`src/rtl/mem_req_arbiter.sv`:
```
// mem_req_arbiter: round-robin arbiter sharing one valid/ready memory slave among NUM_REQ requesters.
// The optional watchdog abort is built when MEM_ARB_TIMEOUT_EN is defined.
module mem_req_arbiter #(
    parameter int NUM_REQ        = 4,
    parameter int TIMEOUT_CYCLES = 32
) (
    input  logic                    clk,
    input  logic                    reset,
    input  logic [NUM_REQ-1:0]      up_req_i,
    input  logic [NUM_REQ-1:0]      up_rnw_i,
    input  logic [NUM_REQ*4-1:0]    up_addr_i,
    input  logic [NUM_REQ*32-1:0]   up_wdata_i,
    output logic [NUM_REQ-1:0]      up_ready_o,
    output logic [31:0]             up_rdata_o,
    output logic [2:0]              gnt_id_o,
    output logic                    busy_o,
    output logic                    err_o,
    output logic                    mem_req_o,
    output logic                    mem_rnw_o,
    output logic [3:0]              mem_addr_o,
    output logic [31:0]             mem_wdata_o,
    input  logic                    mem_ready_i,
    input  logic [31:0]             mem_rdata_i
);
    localparam int IW = $clog2(NUM_REQ);

    typedef enum logic {IDLE, BUSY} state_t;

    state_t          state_q, state_d;
    logic [2:0]      rr_ptr_q, rr_ptr_d;
    logic [2:0]      gnt_id_q, gnt_id_d;
    logic [2:0]      win;
    logic [IW-1:0]   g;
    logic            busy, hs, abort, tmo;
    logic            sel_req, sel_rnw;
    logic [3:0]      sel_addr;
    logic [31:0]     sel_wdata;

    assign busy  = (state_q == BUSY);
    assign hs    = busy & mem_ready_i;
    assign abort = busy & ~mem_ready_i & ~sel_req;

    // live view of the granted requester's request fields
    always_comb begin
        g         = IW'(gnt_id_q);
        sel_req   = up_req_i[g];
        sel_rnw   = up_rnw_i[g];
        sel_addr  = up_addr_i[{g, 2'b00} +: 4];
        sel_wdata = up_wdata_i[{g, 5'b00000} +: 32];
    end

    // round-robin pick: lowest offset after rr_ptr wins, so scan far-to-near and let near overwrite
    always_comb begin
        int idx;
        idx = 0;
        win = '0;
        for (int i = NUM_REQ; i >= 1; i--) begin
            idx = int'(rr_ptr_q) + i;
            if (idx >= NUM_REQ) idx = idx - NUM_REQ;
            if (up_req_i[IW'(idx)]) win = 3'(idx);
        end
    end

`ifdef MEM_ARB_TIMEOUT_EN
    logic [5:0] timer_q, timer_d;

    // timer counts cycles a grant has waited; held at zero while idle so every grant starts fresh
    always_comb timer_d = busy ? timer_q + 6'd1 : 6'd0;

    // watchdog timer register
    always_ff @(posedge clk) begin
        if (!reset) timer_q <= '0;
        else        timer_q <= timer_d;
    end

    assign tmo = busy & ~mem_ready_i & sel_req & (timer_q == 6'(TIMEOUT_CYCLES - 1));
`else
    logic unused_cfg;
    assign unused_cfg = (TIMEOUT_CYCLES != 0);
    assign tmo        = 1'b0;
`endif

    // state, grant and priority pointer registers
    always_ff @(posedge clk) begin
        if (!reset) begin
            state_q  <= IDLE;
            rr_ptr_q <= 3'(NUM_REQ - 1);
            gnt_id_q <= '0;
        end else begin
            state_q  <= state_d;
            rr_ptr_q <= rr_ptr_d;
            gnt_id_q <= gnt_id_d;
        end
    end

    // next state: grant from IDLE, return to IDLE on handshake, abort or timeout
    always_comb begin
        state_d  = state_q;
        rr_ptr_d = rr_ptr_q;
        gnt_id_d = gnt_id_q;
        if (!busy) begin
            if (|up_req_i) begin
                state_d  = BUSY;
                gnt_id_d = win;
            end
        end else if (hs || abort || tmo) begin
            state_d  = IDLE;
            rr_ptr_d = (hs || tmo) ? gnt_id_q : rr_ptr_q;
        end
    end

    // outputs, forced to zero while reset is asserted
    always_comb begin
        busy_o      = reset & busy;
        mem_req_o   = busy_o;
        gnt_id_o    = reset ? gnt_id_q : 3'd0;
        mem_rnw_o   = busy_o & sel_rnw;
        mem_addr_o  = busy_o ? sel_addr : 4'd0;
        mem_wdata_o = busy_o ? sel_wdata : 32'd0;
        up_ready_o  = (reset & hs) ? ({{(NUM_REQ-1){1'b0}}, 1'b1} << g) : '0;
        up_rdata_o  = (reset & hs & sel_rnw) ? mem_rdata_i : 32'd0;
        err_o       = reset & tmo;
    end
endmodule
```
`config.mk`:
```
export PLATFORM = sky130hd
export DESIGN_NAME = mem_req_arbiter
export DESIGN_NICKNAME = d
export VERILOG_FILES = /design/src/rtl/mem_req_arbiter.sv
export SDC_FILE = /design/constraint.sdc
export NUM_CORES = 1
export LEC_CHECK = 0
export ABC_AREA = 1
export ABC_CLOCK_PERIOD_IN_PS = 1400
export BUFFER_PORTS_ARGS = -buffer_cell sky130_fd_sc_hd__buf_2
export CAP_MARGIN = 15
export CELL_PAD_IN_SITES_DETAIL_PLACEMENT = 0
export CELL_PAD_IN_SITES_GLOBAL_PLACEMENT = 1
export CORE_MARGIN = 10
export CORE_UTILIZATION = 15
export DETAILED_ROUTE_END_ITERATION = 8
export PLACE_DENSITY_LB_ADDON = 0.1
export SLEW_MARGIN = 0
export SYNTH_ARGS = -nofsm -noshare
export SYNTH_HDL_FRONTEND = slang
export SYNTH_SLANG_ARGS = --single-unit
```
`constraint.sdc`:
```
create_clock -name clk -period 1.4 [get_ports clk]
set_input_delay 0.21 -clock clk [delete_from_list [all_inputs] [get_ports clk]]
set_output_delay 0.21 -clock clk [all_outputs]
set_load 0.1 [all_outputs]
```
# Yosys cells after proc, flatten, opt, wreduce, memory -nomap -nowiden
# Index checks and enable logic that the tools add are counted.
[totals] register_bits=7 elab_cells=69 out_inout_bits=79 inputBits=187
[classes] n_bitwise=10 n_mux=32 n_addsub=8 order_cmp=9 shifts=3 reduce_logical=4
[ops] operator="128-bit by 8-bit indexed part select with 32-bit output" n=1
[ops] operator="32-bit 2-to-1 mux" n=2
[ops] operator="3-bit 2-to-1 mux" n=9
[ops] operator="4-bit by 3-bit greater-or-equal comparator with 1-bit output (second input constant)" n=4
[ops] operator="2-bit by 4-bit < comparator with 1-bit output (second input constant)" n=4
[ops] operator="16-bit by 5-bit indexed part select with 4-bit output" n=1
[ops] operator="1-bit 2-to-1 mux" n=13
[ops] operator="1-bit binary-select mux with 2-bit select" n=6
[ops] operator="3-bit subtractor (second input constant)" n=4
[ops] operator="3-bit by 2-bit adder with 4-bit output (second input constant)" n=2
[ops] operator="4-bit 2-to-1 mux" n=2
[ops] operator="1-bit bitwise AND" n=7
[ops] operator="3-bit by 1-bit adder with 4-bit output (second input constant)" n=1
[ops] operator="3-bit by 3-bit adder with 4-bit output (second input constant)" n=1
[ops] operator="4-bit OR reduction" n=1
[ops] operator="1-bit by 2-bit << shifter with 4-bit output (first input constant)" n=1
[ops] operator="2-bit by 3-bit < comparator with 1-bit output (second input constant)" n=1
[ops] operator="1-bit inverter" n=3
[ops] operator="3-bit AND reduction" n=1
[ops] operator="2-bit AND reduction" n=1
[ops] operator="1-bit logical OR" n=1

# Longest topological paths before layout
# Gate-level depths: netlist (run 1).
[logic_depth] depth_word=10 ltp_mapped=11 depth_no_buf=11

# Worst setup path after synthesis (run 1)
# OpenSTA, ideal clock, no wires.
[synth_path] path_kind="flip-flop to output port" start="register state_q, in the netlist busy" end="output up_ready_o[0]" arrival_time_ps=2631 t_required_ps=1190 path_stages_with_launch=5 slack_ps=-1441 n_path_buf=0 cell_sequence="dfxtp_1 -> nand2_1 -> nor2_1 -> inv_1 -> nor3_1"
[synth_between] elab_chain_cells=3
[synth_rtl] element="start, declared" line_no="29" text="state_t state_q, state_d;"
[synth_rtl] element="start signal, assigned" line_no="90" text="state_q <= state_d;"
[synth_rtl] element="1-bit bitwise AND" line_no="40" text="assign hs = busy & mem_ready_i;"
[synth_rtl] element="1-bit bitwise AND" line_no="120" text="up_ready_o = (reset & hs) ? ({{(NUM_REQ-1){1'b0}}, 1'b1} << g) : '0;"
[synth_rtl] element="4-bit 2-to-1 mux" line_no="120"
[synth_rtl] element="end, declared" line_no="13" text="output logic [NUM_REQ-1:0] up_ready_o,"
# Every way passes these cells.

# Worst setup path after layout (run 1)
[layout_path] start="register gnt_id_q[0]" end="output mem_wdata_o[2]"
[layout_between] elab_chain_cells=2
[layout_rtl] element="start, declared" line_no="31" text="logic [2:0] gnt_id_q, gnt_id_d;"
[layout_rtl] element="start signal, assigned" line_no="92" text="gnt_id_q <= gnt_id_d;"
[layout_rtl] element="128-bit by 8-bit indexed part select with 32-bit output" line_no="49" text="sel_wdata = up_wdata_i[{g, 5'b00000} +: 32];"
[layout_rtl] element="32-bit 2-to-1 mux" line_no="119" text="mem_wdata_o = busy_o ? sel_wdata : 32'd0;"
[layout_rtl] element="end, declared" line_no="21" text="output logic [31:0] mem_wdata_o,"
# Every way passes these cells.

==> impl_metrics.toml, run 1 <==
[setup_path]
critPathCaptureType = "primary output"
worstReg2RegStart = "gnt_id_q[0]$_SDFFE_PN0P_"
max_stage_delay_ns = 0.36
cp_max_fo = 19
criticalPathCategory = "reg2out"
cp_slowest_cell = "dfxtp_4"
cp.required_ns = 1.19
cp.arrival_ns = 1.64
cp_cell_sequence = "buf_6 -> nor2_4 -> buf_6 -> a22oi_1 -> a21oi_4 -> buf_12"
cp-startpoint = "gnt_id_q[0]$_SDFFE_PN0P_"
crit_path_start_kind = "flip-flop"
cp_common_cell = "buf_6"

[synth]
synthSimpleGateAreaFrac_pct = 27.0
ys_types = 24
synth_seq_area_share_pct = 7.57
synth_seq_cells = 7
synth_top_family_by_area = "compound AO/OA/AOI/OAI gates"
synthCells = 322
synthArstFlopShare_pct = 0
syn_area_sq_mm = 0.00185
synth_edf_count = 0
ys_warn_count = 0
synthAdderAreaFrac_pct = 1.35
yosys-top-cells-count = "72 x a22oi_1, 53 x inv_1, 46 x nand2_1"
yosys.area_share.xor_xnor_pct = 0
syn-num-nets = 511
ys.flop_type = "dfxtp_1"
syn_area_per_cell_sq_um = 5.75
synth_top_area_share_pct = 29.2
yosys.area.top_type = "a22oi_1"
yosysMostFrequentCell = "a22oi_1"
synth_mux_area_share_pct = 0
synth.area.top_cells = "a22oi_1 29%, a21oi_1 11%, inv_1 11%"
synth-compound-area-share_pct = 42.3

[run_status]
violations = "negative setup slack"
status = "complete, but fails checks"

[cts]
cts.sinks = 7
cts_hold_buf = 0
clockRootBuffer = "clkbuf_16"
cts_buffers = 3
cts_buffer_depth = 2
insertion_delay_ns = 0.24
htreeDepth = 1
cts_tree = "done"
path_clk_slew_ns = 0.04

[floorplanning]
fp.dieH_um = 131
die_w_um = 131
die_area_sq_mm = 0.0172
start_util_pct = 15.3
core_sq_mm = 0.0121
ioPinCount = 266
rows = 40

[detailed_routing]
dr.first_iter.drc_count = 147
vias = 3453
viasPerCell = 4.39
drt_pass1_iterations = 4
ant_nets = 0
drc = 0
wl_per_cell_um = 19.5
wl_mm = 15.3

[global_routing]
grt_pass1_wl_mm = 21.3
grt-ovfl-total = 0
grt_max_degree = 24
grt_usage_pct = 16.1
grt_pass1_vias = 3506
antenna_found_initial = 4

[cells_and_area]
syn_to_final_growth_pct = 228
layout-drive-gt1-share_pct = 75.3
seq_area_sq_um = 151
nets = 805
fin_util_pct = 50.3
multi_input_area_sq_mm = 0.00228
fillCellCount = 1141

[power]
powerDensity_mw_per_mm2 = 786
ir_worst_vdd_mv = 0.412
total_power_mw = 4.77
leakage_nw = 2.65

[sta]
setup_viol = 72
fin_crit_ns = 1.85
post-route-period-util_pct = 132
rsz0062_at_grt = "true"
skew_ns = 0.00412
finalHoldViolCount = 0
setup_ws_ns = -0.455
fmax_mhz = 539
slew_viol_final = 0

[hold_path]
min_path_type = "in2reg"
hp-start = "mem_ready_i"

[placement]
dp_hpwl_mm = 13.1
gp_congestion = 0.837
portBuffers = 264
pre_cts_ws_ns = -0.257

[run]
drv_cap = 0
[area by class of cell]
| cell class | count | share of cell area (%) |
|---|---|---|
| clock inverter | 1 | 0.0825 |
| inverter | 56 | 3.77 |
| antenna | 4 | 0.165 |
| multi-input combinational | 234 | 37.5 |
| clock buffer | 3 | 1.24 |
| tap | 168 | 3.46 |
| sequential | 7 | 2.50 |
| timing repair buffer | 314 | 51.2 |
[worst max-delay path, delay by kind of cell, from the launching register on]
family	cells	cell delay, ns
AO/OA/AOI/OAI	2	0.35
AND/OR/NAND/NOR	1	0.15
flip-flops	1	0.36
buffers and inverters	3	0.53
[cells in the final DEF, fill, tap and decap left out, types with 4 or more instances in the layout]
cell       count
a21oi_1        5
buf_12        90
buf_4         24
nand3_1        6
buf_6          9
nor2_1         6
nand2_4        6
a22oi_1       43
diode_2        4
nor2_4        37
a21oi_4       36
nand3_2        5
o21ai_0        4
nand2_2        9
clkbuf_16      5
a22oi_2       29
nand2_1       34
inv_4          4
buf_2        186
inv_1         47
[sequential cells by signal, indices dropped and copies added, names as in the netlist]
signal and flops:
busy 1, gnt_id_q 3, rr_ptr_q 3
[metal layers]
| layer | track usage, % | share of wire (%) |
|---|---|---|
| met1 | 16.1 | 33 |
| met4 | 1.83 | 0.51 |
| met2 | 33.2 | 58 |
| met5 | 0 | 0 |
| met3 | 3.74 | 8.2 |
[power breakdown]
part           total (mW)  switching (mW)  internal, mW  leakage (nW)
combinational        4.00            2.38          1.62          2.55
sequential          0.274          0.0400         0.234        0.0586
clock               0.494           0.119         0.375        0.0409
[through the flow]
stage / std cells / hold WS [ns] / TNS [ns] / area, sq um
floorplan: 322 / 0.309 / -23.73 / 2640
global placement: 763 / 0.502 / -12.12 / 5450
detailed placement: 763 / 0.508 / -13.94 / 5450
CTS: 775 / 0.344 / -29.39 / 5800
global route: 787 / 0.347 / -32.99 / 6070
finish: 787 / 0.323 / -28.93 / 6070
[logic make-up (layout without fill, tap and decap cells)]
| kind of cell | Yosys count | after routing |
|---|---|---|
| buf+inv | 81 | 374 |
| compound gates | 119 | 119 |
| simple gates | 112 | 112 |
| flops | 7 | 7 |
| fa+ha+maj | 2 | 2 |
| other cells | 1 | 5 |
[final timing paths]
| check | endpoint | cells after the start | slack [ns] |
|---|---|---|---|
| worst max-delay path | mem_wdata_o[2] | 6 | -0.45 |
| worst min-delay path | busy$_SDFF_PN0_ | 4 | 0.32 |
| worst max register to register | busy$_SDFF_PN0_ | 9 | 0.02 |
| worst min register to register | rr_ptr_q[2]$_SDFFE_PN0P_ | 2 | 0.50 |
[repair_timing]
item,in CTS,in global routing
gates cloned,0,2
endpoints found under the setup margin,75,78
setup buffers,9,7
pin swaps,11,33
gates resized for setup,50,35
No activity file was read; power rests on OpenSTA's default activity.
==> inputs of run 2 (changes only) <==
- PLACE_DENSITY_LB_ADDON: 0.1 -> 0.08
==> run 2 against run 1 <==
Compared with the run above:
- hold slack improved by 0.052 ns
- sequential share of layout area hardly changed
- final cell count down 0.25%
- critical path type unchanged
- the run still ends with negative setup slack left
- count of clock-buffer cells in the layout grew 1
==> impl_metrics.toml, run 2 (synthesized netlist as in run 1, its figures left out) <==
[run_status]
status = "complete, but fails checks"
violations = "negative setup slack"

[placement]
portBuffers = 264
dp_hpwl_mm = 12.8
place_area_sq_mm = 0.00547
gp_congestion = 0.811
pre_cts_ws_ns = -0.246
placedCellCount = 764

[cts]
cts_tree = "done"
cts_buffer_depth = 2
cts_buffers = 3
cts.sinks = 7
htreeDepth = 1
path_clk_slew_ns = 0.03
cts_hold_buf = 0
clockRootBuffer = "clkbuf_16"
insertion_delay_ns = 0.23

[setup_path]
cp_cell_sequence = "buf_4 -> nor2_4 -> buf_4 -> buf_12 -> a22oi_1 -> a21oi_4 -> buf_12"
cp.required_ns = 1.19
critPathCaptureType = "primary output"
cp_max_fo = 23
criticalPathCategory = "reg2out"
worstReg2RegStart = "rr_ptr_q[1]$_SDFFE_PN1P_"
cp.arrival_ns = 1.65
max_stage_delay_ns = 0.36
cp-startpoint = "gnt_id_q[1]$_SDFFE_PN0P_"
cp_slowest_cell = "dfxtp_4"
crit_path_start_kind = "flip-flop"

[sta]
rsz0062_at_grt = "true"
slew_viol_final = 0
fmax_mhz = 537
timing.hold.ws_ns = 0.375
fin_crit_ns = 1.86
post-route-period-util_pct = 133
setup_ws_ns = -0.462
skew_ns = 0.00364
finalHoldViolCount = 0
setup_viol = 72

[floorplanning]
core_sq_mm = 0.0121
fp.dieH_um = 131
ioPinCount = 266
die_area_sq_mm = 0.0172
start_util_pct = 15.3
die_w_um = 131
rows = 40

[global_routing]
grt_max_degree = 24
grt_usage_pct = 16.0
antenna_found_initial = 4
grt-ovfl-total = 0
grt_pass1_vias = 3546
grt_pass1_wl_mm = 21.3

[detailed_routing]
ant_nets = 0
dr.first_iter.drc_count = 122
wl_mm = 15.5
wl_per_cell_um = 19.8
drc = 0
vias = 3422
viasPerCell = 4.36
drt_pass1_iterations = 4

[cells_and_area]
fin_util_pct = 50.2
final_cell_mix = "186 x buf_2, 89 x buf_12, 51 x a22oi_1, 46 x inv_1, 37 x nor2_4"
final-instance-count-excl-fill = 785
syn_to_final_growth_pct = 228
layout_commonest_cell = "buf_2"
final_area_sq_mm = 0.00606
layout-drive-gt1-share_pct = 74.4
nets = 804
fillCellCount = 1144

[power]
powerDensity_mw_per_mm2 = 775
leakage_nw = 2.65
ir_worst_vdd_mv = 0.581

[hold_path]
hp-start = "reset"
min_path_type = "in2reg"

[run]
drv_cap = 0
## run 2: critical path, delay by kind of cell (launching register included)
kind,cells,cell delay [ns]
buf+inv,4,0.62
compound gates,2,0.32
simple gates,1,0.11
flops,1,0.36
## run 2: path summary, 6_finish.rpt
path / to / slack, ns / cells after the start
min: rr_ptr_q[1]$_SDFFE_PN1P_ / 0.38 / 3
min reg2reg: rr_ptr_q[2]$_SDFFE_PN0P_ / 0.53 / 2
max reg2reg: gnt_id_q[0]$_SDFFE_PN0P_ / 0.09 / 10
max: mem_wdata_o[9] / -0.46 / 7
## run 2: power breakdown
| part | switching [mW] | internal (mW) |
|---|---|---|
| Sequential | 0.0376 | 0.234 |
| Combinational | 2.38 | 1.56 |
| Clock | 0.109 | 0.379 |
| Total | 2.53 | 2.17 |
## run 2: per-layer routing
metal | share of wire [%] | global-route usage [%] | vias up
met3 | 8.3 | 3.98 | 11
li1 | - | - | 1695
met5 | 0.17 | 0 | -
met4 | 0.61 | 1.77 | 4
met1 | 34 | 16.3 | 1591
met2 | 57 | 32.6 | 121
## run 2: cell type report
class	count	area [sq um]	area share, %
diodes	3	7.51	0.124
clock buffers	4	78.8	1.30
inverters	56	231	3.82
multi-input cells	234	2250	37.1
flip-flops and latches	7	151	2.50
well taps	168	210	3.47
repair buffers	313	3130	51.7
## run 2: what timing repair did
item                                   CTS  global route
endpoints found under the hold margin    0             0
buffers inserted                         8             2
pin swaps                               27            23
setup endpoints to repair               77            79
resized for setup                       22            56
gates cloned                             2             4
## run 2: metrics by stage
step | power, mW | setup TNS (ns)
after global routing | 4.93 | -34.50
after detailed placement | 3.79 | -14.21
final | 4.70 | -29.59
after floorplan | 2.58 | -23.73
after CTS | 4.49 | -29.78
after global placement | 3.77 | -11.64
